## src/rtl/edge_skew_feeder_pkg.sv

```systemverilog
// Shared systolic-array types for the edge skew feeder.
// Holds the feeder FSM state type and stall counter helpers.
package edge_skew_feeder_pkg;

  typedef enum logic [1:0] {
    IDLE   = 2'd0,
    STREAM = 2'd1,
    DRAIN  = 2'd2
  } feeder_state_e;

  localparam int STALL_CNT_W = 32;

  typedef logic [STALL_CNT_W-1:0] stall_cnt_t;

  // Saturating increment for the stall counter.
  function automatic stall_cnt_t sat_inc(input stall_cnt_t v);
    return (&v) ? v : v + 1'b1;
  endfunction

endpackage

```

## src/rtl/edge_skew_feeder_if.sv

```systemverilog
// Upstream row-vector handshake into the edge skew feeder.
// master drives vectors, slave (the feeder) returns ready.
interface edge_skew_feeder_if #(
  parameter int DATA_WIDTH  = 8,
  parameter int PE_PER_SIDE = 6
) ();

  logic                              in_valid;
  logic                              in_ready;
  logic [DATA_WIDTH*PE_PER_SIDE-1:0] in_data;
  logic                              in_last;

  modport master (
    output in_valid,
    output in_data,
    output in_last,
    input  in_ready
  );

  modport slave (
    input  in_valid,
    input  in_data,
    input  in_last,
    output in_ready
  );

endinterface

```

## src/rtl/edge_skew_feeder_skew_delay_line.sv

```systemverilog
// One lane of the skew network: DEPTH+1 register stages.
// Lane i therefore lands i+1 enabled cycles after its pop.
module skew_delay_line #(
  parameter int DATA_WIDTH = 8,
  parameter int DEPTH      = 0
) (
  input  logic                  clk,
  input  logic                  rst_n,
  input  logic                  en,
  input  logic                  clr,
  input  logic [DATA_WIDTH-1:0] in_data,
  input  logic                  in_valid,
  output logic [DATA_WIDTH-1:0] out_data,
  output logic                  out_valid
);

  localparam int N = DEPTH + 1;

  logic [DATA_WIDTH-1:0] data_q [N];
  logic [N-1:0]          valid_q;

  // Shift chain; clear beats enable so a flush wins over a stall.
  always_ff @(posedge clk or negedge rst_n) begin
    if (!rst_n) begin
      for (int k = 0; k < N; k++) data_q[k] <= '0;
      valid_q <= '0;
    end else if (clr) begin
      for (int k = 0; k < N; k++) data_q[k] <= '0;
      valid_q <= '0;
    end else if (en) begin
      data_q[0]  <= in_data;
      valid_q[0] <= in_valid;
      for (int k = 1; k < N; k++) begin
        data_q[k]  <= data_q[k-1];
        valid_q[k] <= valid_q[k-1];
      end
    end
  end

  assign out_data  = data_q[DEPTH];
  assign out_valid = valid_q[DEPTH];

endmodule

```

## src/rtl/edge_skew_feeder.sv

```systemverilog
// Row-vector FIFO plus per-lane skew feeding a systolic edge.
// Optional stall counter: define EDGE_SKEW_FEEDER_PERF_CNT_EN.
module edge_skew_feeder
  import edge_skew_feeder_pkg::*;
#(
  parameter int DATA_WIDTH  = 8,
  parameter int PE_PER_SIDE = 6,
  parameter int FIFO_DEPTH  = 4
) (
  input  logic                                clk,
  input  logic                                rst_n,
  edge_skew_feeder_if.slave                   up,
  input  logic                                array_stall,
  input  logic                                flush,
  output logic [DATA_WIDTH*PE_PER_SIDE-1:0]   out_data,
  output logic [PE_PER_SIDE-1:0]              out_valid,
  output logic [$clog2(FIFO_DEPTH+1)-1:0]     fifo_count,
`ifdef EDGE_SKEW_FEEDER_PERF_CNT_EN
  output logic [STALL_CNT_W-1:0]              stall_cycles,
`endif
  output logic                                busy
);

  localparam int VW  = DATA_WIDTH * PE_PER_SIDE;
  localparam int PW  = $clog2(FIFO_DEPTH);
  localparam int CW  = $clog2(FIFO_DEPTH + 1);
  localparam int DCW = $clog2(PE_PER_SIDE + 1);

  logic [VW-1:0]         mem_data [FIFO_DEPTH];
  logic [FIFO_DEPTH-1:0] mem_last;
  logic [PW-1:0]         wr_ptr;
  logic [PW-1:0]         rd_ptr;
  logic [CW-1:0]         count_q;
  logic [DCW-1:0]        drain_q;
  feeder_state_e         state_q;
  feeder_state_e         state_d;
  logic                  push;
  logic                  pop;
  logic                  head_last;
  logic [VW-1:0]         lane_in;

  // Ready only looks at the stored count, never at pop.
  assign up.in_ready = (count_q < CW'(FIFO_DEPTH)) && !flush;

  assign push = up.in_valid && up.in_ready;
  assign pop  = (state_q == STREAM) && (count_q != '0)
             && !array_stall && !flush;

  assign head_last = mem_last[rd_ptr];
  assign lane_in   = pop ? mem_data[rd_ptr] : '0;

  // Vector and tile-end storage.
  always_ff @(posedge clk or negedge rst_n) begin
    if (!rst_n) begin
      for (int k = 0; k < FIFO_DEPTH; k++) mem_data[k] <= '0;
      mem_last <= '0;
    end else if (push) begin
      mem_data[wr_ptr] <= up.in_data;
      mem_last[wr_ptr] <= up.in_last;
    end
  end

  // Pointers wrap naturally at the power-of-two depth.
  always_ff @(posedge clk or negedge rst_n) begin
    if (!rst_n) begin
      wr_ptr  <= '0;
      rd_ptr  <= '0;
      count_q <= '0;
    end else if (flush) begin
      wr_ptr  <= '0;
      rd_ptr  <= '0;
      count_q <= '0;
    end else begin
      if (push) wr_ptr <= wr_ptr + 1'b1;
      if (pop)  rd_ptr <= rd_ptr + 1'b1;
      case ({push, pop})
        2'b10:   count_q <= count_q + 1'b1;
        2'b01:   count_q <= count_q - 1'b1;
        default: count_q <= count_q;
      endcase
    end
  end

  // FSM state register.
  always_ff @(posedge clk or negedge rst_n) begin
    if (!rst_n) state_q <= IDLE;
    else        state_q <= state_d;
  end

  // Next state: a tile end forces a full drain before new pops.
  always_comb begin
    state_d = state_q;
    if (flush) begin
      state_d = IDLE;
    end else begin
      unique case (state_q)
        IDLE:
          if (count_q != '0) state_d = STREAM;
        STREAM:
          if (pop && head_last) state_d = DRAIN;
        DRAIN:
          if (!array_stall &&
              drain_q == DCW'(PE_PER_SIDE - 1))
            state_d = IDLE;
        default:
          state_d = IDLE;
      endcase
    end
  end

  // Counts non-stalled drain cycles; idle outside DRAIN.
  always_ff @(posedge clk or negedge rst_n) begin
    if (!rst_n)
      drain_q <= '0;
    else if (flush || state_q != DRAIN)
      drain_q <= '0;
    else if (!array_stall)
      drain_q <= drain_q + 1'b1;
  end

  for (genvar i = 0; i < PE_PER_SIDE; i++) begin : g_lane
    skew_delay_line #(
      .DATA_WIDTH (DATA_WIDTH),
      .DEPTH      (i)
    ) u_dl (
      .clk       (clk),
      .rst_n     (rst_n),
      .en        (!array_stall),
      .clr       (flush),
      .in_data   (lane_in[i*DATA_WIDTH +: DATA_WIDTH]),
      .in_valid  (pop),
      .out_data  (out_data[i*DATA_WIDTH +: DATA_WIDTH]),
      .out_valid (out_valid[i])
    );
  end

  assign fifo_count = count_q;
  assign busy       = (count_q != '0) || (state_q != IDLE);

`ifdef EDGE_SKEW_FEEDER_PERF_CNT_EN
  stall_cnt_t stall_q;

  // Cycles the array held us off while work was pending.
  always_ff @(posedge clk or negedge rst_n) begin
    if (!rst_n)                    stall_q <= '0;
    else if (flush)                stall_q <= '0;
    else if (array_stall && busy)  stall_q <= sat_inc(stall_q);
  end

  assign stall_cycles = stall_q;
`endif

endmodule

```

## src/flat_wrapper.sv

```systemverilog
// flat-port wrapper written by rule: the top's interface ports become plain ports
module edge_skew_feeder_flat import edge_skew_feeder_pkg::*;
#(
  parameter int DATA_WIDTH  = 8,
  parameter int PE_PER_SIDE = 6,
  parameter int FIFO_DEPTH  = 4
)
  (clk, rst_n, array_stall, flush, out_data, out_valid, fifo_count, busy, up_in_valid, up_in_data, up_in_last, up_in_ready);
  edge_skew_feeder_if #(.DATA_WIDTH(DATA_WIDTH), .PE_PER_SIDE(PE_PER_SIDE)) up_i ();
  input  logic clk;
  input  logic rst_n;
  input  logic array_stall;
  input  logic flush;
  output logic [DATA_WIDTH*PE_PER_SIDE-1:0] out_data;
  output logic [PE_PER_SIDE-1:0] out_valid;
  output logic [$clog2(FIFO_DEPTH+1)-1:0] fifo_count;
  output logic busy;
  input wire logic [$bits(up_i.in_valid)-1:0] up_in_valid;
  input wire logic [$bits(up_i.in_data)-1:0] up_in_data;
  input wire logic [$bits(up_i.in_last)-1:0] up_in_last;
  output wire logic [$bits(up_i.in_ready)-1:0] up_in_ready;
  assign up_i.in_valid = up_in_valid;
  assign up_i.in_data = up_in_data;
  assign up_i.in_last = up_in_last;
  assign up_in_ready = up_i.in_ready;
  edge_skew_feeder #(.DATA_WIDTH(DATA_WIDTH), .PE_PER_SIDE(PE_PER_SIDE), .FIFO_DEPTH(FIFO_DEPTH)) u_core (.clk(clk), .rst_n(rst_n), .up(up_i), .array_stall(array_stall), .flush(flush), .out_data(out_data), .out_valid(out_valid), .fifo_count(fifo_count), .busy(busy));
endmodule
```

## config.mk

```make
export PLATFORM = sky130hd
export DESIGN_NAME = edge_skew_feeder_flat
export DESIGN_NICKNAME = d
export VERILOG_FILES = /design/src/rtl/edge_skew_feeder_pkg.sv /design/src/rtl/edge_skew_feeder_if.sv /design/src/rtl/edge_skew_feeder_skew_delay_line.sv /design/src/rtl/edge_skew_feeder.sv /design/src/flat_wrapper.sv
export SDC_FILE = /design/constraint.sdc
export NUM_CORES = 1
export LEC_CHECK = 0
export BUFFER_PORTS_ARGS = -buffer_cell sky130_fd_sc_hd__buf_2
export CAP_MARGIN = 10
export CORE_MARGIN = 1
export CORE_UTILIZATION = 35
export DETAILED_ROUTE_END_ITERATION = 8
export PLACE_DENSITY = 0.53
export SLEW_MARGIN = 25
export SYNTH_ARGS = -nofsm -noshare
export SYNTH_HDL_FRONTEND = slang
export SYNTH_SLANG_ARGS = --single-unit
```

## constraint.sdc

```tcl
create_clock -name clk -period 3.35 [get_ports clk]
set_input_delay 0.67 -clock clk [delete_from_list [all_inputs] [get_ports clk]]
set_output_delay 0.67 -clock clk [all_outputs]
set_load 0.02 [all_outputs]
```

==> results of run 1 <==
placed cells by master, fill, tap and decap left out, types with 10 or more instances in the layout:
cell | netlist | routed
clkbuf_8 | 0 | 14
mux2i_1 | 125 | 125
buf_4 | 57 | 18
mux4_2 | 49 | 49
buf_12 | 0 | 10
mux2_2 | 194 | 194
dfrtp_1 | 382 | 380
a22o_1 | 48 | 48
buf_2 | 33 | 109
clkbuf_16 | 0 | 45
nor2_1 | 135 | 135
logic make-up (layout without fill, tap and decap cells):
| family | after synthesis | in the layout |
|---|---|---|
| mux | 371 | 371 |
| fa+ha+maj | 7 | 7 |
| buf+inv | 129 | 217 |
| compound gates | 59 | 59 |
| flops | 382 | 382 |
| xor+xnor | 3 | 3 |
| other cells | 0 | 3 |
| simple gates | 173 | 173 |
power by group through the flow:
| stage | registers, mW | logic (mW) | clock network [mW] |
|---|---|---|---|
| after floorplan | 5.86 | 1.40 | 0 |
| after global placement | 5.99 | 1.74 | 0 |
| after detailed placement | 6.02 | 1.79 | 0 |
| after CTS | 5.94 | 1.79 | 4.89 |
| after global routing | 6.06 | 1.92 | 5.06 |
| final | 5.94 | 1.76 | 4.72 |
state kept, by name, summed over array words and instances (netlist names), 3 cells and up:
register and flops:
u_core.g_lane.u_dl.data_q 120, u_core.mem_data 192, u_core.fifo_count 3, u_core.drain_q 3, u_core.mem_last 4, u_core.g_lane.u_dl.out_data 48, u_core.g_lane.u_dl.valid_q 6
layout make-up:
cell class | count | area (um2) | area share [%]
flip-flops and latches | 382 | 9560 | 51.3
multi-input cells | 613 | 5970 | 32.0
clock buffers | 66 | 1340 | 7.16
repair buffers | 139 | 910 | 4.88
well taps | 600 | 751 | 4.03
clock inverters | 8 | 93.8 | 0.503
inverters | 4 | 15.0 | 0.0805
diodes | 3 | 7.51 | 0.0403
worst reg2reg max path: cells and delay by family, from the launching register on:
kind / cells / cell delay [ns]
AOI/OAI and AO/OA: 2 / 0.48
adders and majority gates: 1 / 0.40
DFF: 1 / 0.49
and+or+nand+nor: 4 / 0.94
cell usage after synthesis, drive strengths merged:
master and instances:
a2111o 1, a21oi 4, a22o 48, a311o 1, a32o 1, and3 3, and4b 1, buf 90
clkbuf 35, dfrtp 382, fa 1, ha 6, inv 4, mux2 197, mux2i 125, mux4 49
nand2 5, nand2b 3, nand3 1, nand4 2, nand4b 2, nor2 135, nor2b 6, nor3 3
nor3b 3, nor4 5, o211ai 1, o21ai 2, o2bb2ai 1, or3 3, or3b 1, xnor2 2
xor2 1
final timing paths:
check,startpoint,cells past startpoint,to
worst max register to register,u_core.fifo_count[0],7,u_core.fifo_count[2]
min in group clk,up_in_data[3],2,u_core.mem_data[147]
worst min register to register,u_core.mem_data[147],1,u_core.mem_data[147]
worst min-delay path,rst_n,1,u_core.mem_data[49]
max in group asynchronous,rst_n,2,u_core.g_lane[1].u_dl.data_q[9]
worst max-delay path,u_core.fifo_count[0],3,busy
layer usage:
layer  track usage [%]  vias to the layer above  routed length [um]
li1                  -                     4115                   -
met1              22.0                     4738               16800
met2              23.2                      149               15800
met3              3.89                       64                1680
met4              3.97                        8                 697
met5                 0                        -                  45
==> impl_metrics.toml, run 1 <==
[yosys]
synth_xor_area_share_pct = 0.162
syn_area_per_cell_um2 = 14.5
seq_area_frac_synth_pct = 58.8
synth_fa_ha_area_share_pct = 0.585
ys_ff_latch = 382
synth_warnings = 0
synth_top_family_by_area = "multiplexers"
synthCells = 1124
synth_area_leaders = "dfrtp_1, mux2_2, mux2i_1, mux4_2, nor2_1"
syn_area_mm2 = 0.0162
synth-compound-area-share_pct = 3.06
synth.distinct_cells = 37
synth-simple-area-share_pct = 4.67
syn-num-nets = 1185
synth_top_cell_by_area = "dfrtp_1"
muxShareOfSynthArea_pct = 28.1
yosysTopAreaCellShare_pct = 58.8

[power]
peakVddDrop_mv = 0.330
total_power_mw = 12.4
p_int_mw = 9.48
p_sw_share_pct = 23.7
pwr_density_cell_mw_per_mm2 = 666
pwr-share-clk_pct = 38.0
pwr-share-comb_pct = 14.2
power.switching_mw = 2.94
seqPwrFrac_pct = 47.8
power.leakage_nw = 8.80

[detailed_routing]
drtAntennaViolNets = 0
routedWlPerCell_um = 19.3
drc = 0
drt-pass1-iter-count = 4
viasPerCell = 5.00
dr.first_iter.drc_count = 468
vias = 9074
drt-total-wl_um = 35100

[cells_and_area]
drive_gt1_share_pct = 37.6
nets = 1244
finish.utilization_pct = 40.9
fillCellCount = 4185
layout.cells.non_filler = 1815
fin_area_mm2 = 0.0186
synthToLayoutAreaGrowth_pct = 14.7

[setup_path]
critPathKind = "flip-flop to output port"
crit_fanout = 7
crit_slowest_cell = "or3_1"
critical_path_arrival_ns = 2.10
crit_top_cell = "or3_1"
rrSetupSlack_ns = 0.93
crit_buf_inv = 1
crit_family = "simple AND/OR/NAND/NOR gates"
slowest_delay_ns = 0.51
end_kind = "output port"
crit_path_cell_trace = "or3_1, or3_1, buf_2"
worstPathRequired_ns = 2.68
start_kind = "flip-flop"

[timing]
min_period_over_period_pct = 82.8
max_freq_mhz = 361
min_period_ns = 2.77
hold_violations = 0
setup_viol = 0
slew_headroom_pct = 36.6
finalSetupTns_ns = 0
drv_slew = 0
worst_hold_slack_ns = 0.157
postLayoutSetupSlackWorst_ns = 0.578
final.setup_skew_ns = 0.0188
rsz0062_at_grt = "no"
worstMarginPinSlew_ns = 0.952

[clocking]
htree_levels = 2
cts_tree = "yes"
cts_setup_buffers = 0
cts-buffers-inserted = 43
clkSinkCount = 382
clk_latency_ns = 0.56
cts_resized = 0
path_clk_slew_ns = 0.06
cts_hold_buf = 0
cts_buffer_depth = 3
root_buffer = "clkbuf_16"

[global_route]
gr-usage-all-layers_pct = 15.4
grt_remaining_overflow = 0
antenna_found_initial = 8
grt_first_pass_wirelength_um = 56700
grt_max_degree = 132
grt_pass1_vias = 9468

[placement]
port-buffer-count = 112
dpl_worst_slack_ns = 0.765
placed_cells = 1738
dpl_cell_area_mm2 = 0.0172
place_congestion = 0.714
hpwl_um = 20400

[job]
cap_violations = 0

[run_status]
outcome = "finished clean"

[die]
die-area_mm2 = 0.0473
io_pins = 113
start_util_pct = 35.7
die_x_um = 217
die_h_um = 217
row_count = 78
core_mm2 = 0.0456

[worst_hold_path]
holdCritPathClass = "primary input to asynchronous set/reset pin"
(Power assumes the default switching activity.)
==> run 2: changes to the inputs <==
==> constraint.sdc (replaced) <==
create_clock -name clk -period 2.9 [get_ports clk]
set_input_delay 0.58 -clock clk [delete_from_list [all_inputs] [get_ports clk]]
set_output_delay 0.58 -clock clk [all_outputs]
set_load 0.02 [all_outputs]
==> run 2 against run 1 <==
Die area unchanged. Critical path depth did not move. Power rose by 17%. Core utilization increased by 0.17 points. First-iteration DRC count is 5.6% lower. Sequential cell count did not move. Final cell count barely moved. Register-to-register slack worse by 0.45 ns. Clock power up 20%.
==> impl_metrics.toml, run 2 (same netlist as run 1, synthesis figures left out) <==
[clocking]
htree_levels = 2
root_buffer = "clkbuf_16"
cts-buffers-inserted = 42
path_clk_slew_ns = 0.06
cts_resized = 0
clk_latency_ns = 0.56
cts_tree = "yes"
cts_buffer_depth = 3
clkSinkCount = 382

[global_route]
grt_pass1_vias = 9447
grt_max_degree = 134
gr-usage-all-layers_pct = 15.4
grt_remaining_overflow = 0
grt_first_pass_wirelength_um = 57100
antenna_found_initial = 8

[setup_path]
critPathKind = "flip-flop to output port"
rrSetupSlack_ns = 0.48
crit_path_cell_trace = "or3_1, or3_1, buf_2"
reg2reg_to = "u_core.fifo_count[2]"
crit_family = "simple AND/OR/NAND/NOR gates"
crit_buf_inv = 1
start_kind = "flip-flop"
end_kind = "output port"
worstPathRequired_ns = 2.32
worstReg2RegStart = "u_core.fifo_count[0]"
crit_fanout = 7
slowest_delay_ns = 0.50
critical_path_arrival_ns = 2.07
ff2ff_path_depth = 7
crit_slowest_cell = "or3_1"
crit_top_cell = "or3_1"

[cells_and_area]
multiInputGateArea_mm2 = 0.00597
layout.cells.non_filler = 1816
nets = 1245
synthToLayoutAreaGrowth_pct = 15.2
fillCellCount = 4197
final_common_cell = "dfrtp_1"
final_cell_mix = "dfrtp_1, mux2_2, nor2_1, mux2i_1, buf_2"
drive_gt1_share_pct = 37.6
fin_area_mm2 = 0.0187
regMostFlops = "u_core.mem_data"
regArea_mm2 = 0.00956
largest_reg_flops = 192

[timing]
worstMarginPinSlew_ns = 0.962
slew_headroom_pct = 35.9
finalSetupTns_ns = 0
max_freq_mhz = 377
final.setup_skew_ns = 0.0187
min_period_over_period_pct = 91.5
rsz0062_at_grt = "no"
drv_slew = 0
setup_viol = 0
hold_violations = 0
min_period_ns = 2.65

[detailed_routing]
drt-pass1-iter-count = 6
drtAntennaViolNets = 0
viasPerCell = 4.96
routedWlPerCell_um = 19.1
drt-total-wl_um = 34700
vias = 9011
dr.first_iter.drc_count = 442
drc = 0

[power]
total_power_mw = 14.6
pwr_density_cell_mw_per_mm2 = 778
power.leakage_nw = 8.82
peakVddDrop_mv = 0.465

[die]
core_mm2 = 0.0456
row_count = 78
io_pins = 113
die_x_um = 217
die-area_mm2 = 0.0473
die_h_um = 217
start_util_pct = 35.7

[placement]
port-buffer-count = 112
place_congestion = 0.701
dpl_cell_area_mm2 = 0.0172
placed_cells = 1739
hpwl_um = 21000

[worst_hold_path]
holdPathStages = 2
holdCritPathClass = "primary input to flip-flop"
holdPathEnd = "u_core.mem_data[110]"
min_from = "up_in_data[14]"

[job]
cap_violations = 0

[run_status]
outcome = "finished clean"
==> run 2: changes by cell type in the layout (fill, tap and decap cells not counted) <==
cell,previous run,this run
bufinv_16,2,5
clkbuf_8,14,11
clkinvlp_4,0,2
diode_2,3,1
buf_12,10,11
clkbuf_1,8,9
clkinv_2,5,4
dlygate4sd3_1,0,1
inv_6,1,0
==> run 2: routing by layer <==
metal | GRT usage [%] | share of wire [%] | wire (um) | up-vias
met4 | 4.81 | 2.0 | 688 | 6
li1 | - | - | - | 4110
met3 | 3.33 | 4.4 | 1540 | 65
met2 | 23.2 | 45 | 15500 | 147
met1 | 22.2 | 49 | 16900 | 4683
met5 | 0 | 0.095 | 33 | -
==> run 2: worst max-delay path by stage <==
| stage | slack [ns] | end | start | cells after the start |
|---|---|---|---|---|
| after floorplan | 0.21 | u_core.fifo_count[1] | array_stall | 8 |
| after global placement | 0.39 | u_core.fifo_count[1] | array_stall | 8 |
| after detailed placement | 0.37 | u_core.fifo_count[1] | array_stall | 8 |
| after CTS | 0.21 | busy | u_core.fifo_count[0] | 3 |
| after global routing | 0.15 | busy | u_core.fifo_count[0] | 3 |
| final | 0.25 | busy | u_core.fifo_count[0] | 3 |
==> run 2: final cells by class <==
| cell class | instances | share of cell area, % |
|---|---|---|
| timing repair buffer | 141 | 5.02 |
| sequential | 382 | 51.1 |
| tap | 600 | 4.01 |
| clock inverter | 11 | 0.989 |
| multi-input combinational | 613 | 31.9 |
| clock buffer | 64 | 6.93 |
| antenna | 1 | 0.0134 |
| inverter | 4 | 0.0802 |
==> run 2: stage by stage <==
| stage | hold slack (ns) | utilization (%) | setup slack, ns |
|---|---|---|---|
| 6_report | 0.294 | 41.1 | 0.247 |
| 3_3_place_gp | 0.463 | 37.8 | 0.391 |
| 2_1_floorplan | 0.284 | - | 0.209 |
| 5_1_grt | 0.276 | 41.1 | 0.149 |
| 4_1_cts | 0.257 | 41.1 | 0.212 |
| 3_5_place_dp | 0.475 | 37.8 | 0.367 |
==> run 2: power by group <==
part | switching, mW | internal [mW] | leakage (nW) | total [mW]
Clock | 2.15 | 3.52 | 0.724 | 5.67
Sequential | 0.495 | 6.35 | 5.04 | 6.84
Combinational | 0.773 | 1.28 | 3.06 | 2.05
==> run 2: repair_timing <==
item | CTS | global route
hold buffers | 1 | 0
hold endpoints to repair | 52 | 0
buffers inserted | 0 | 0
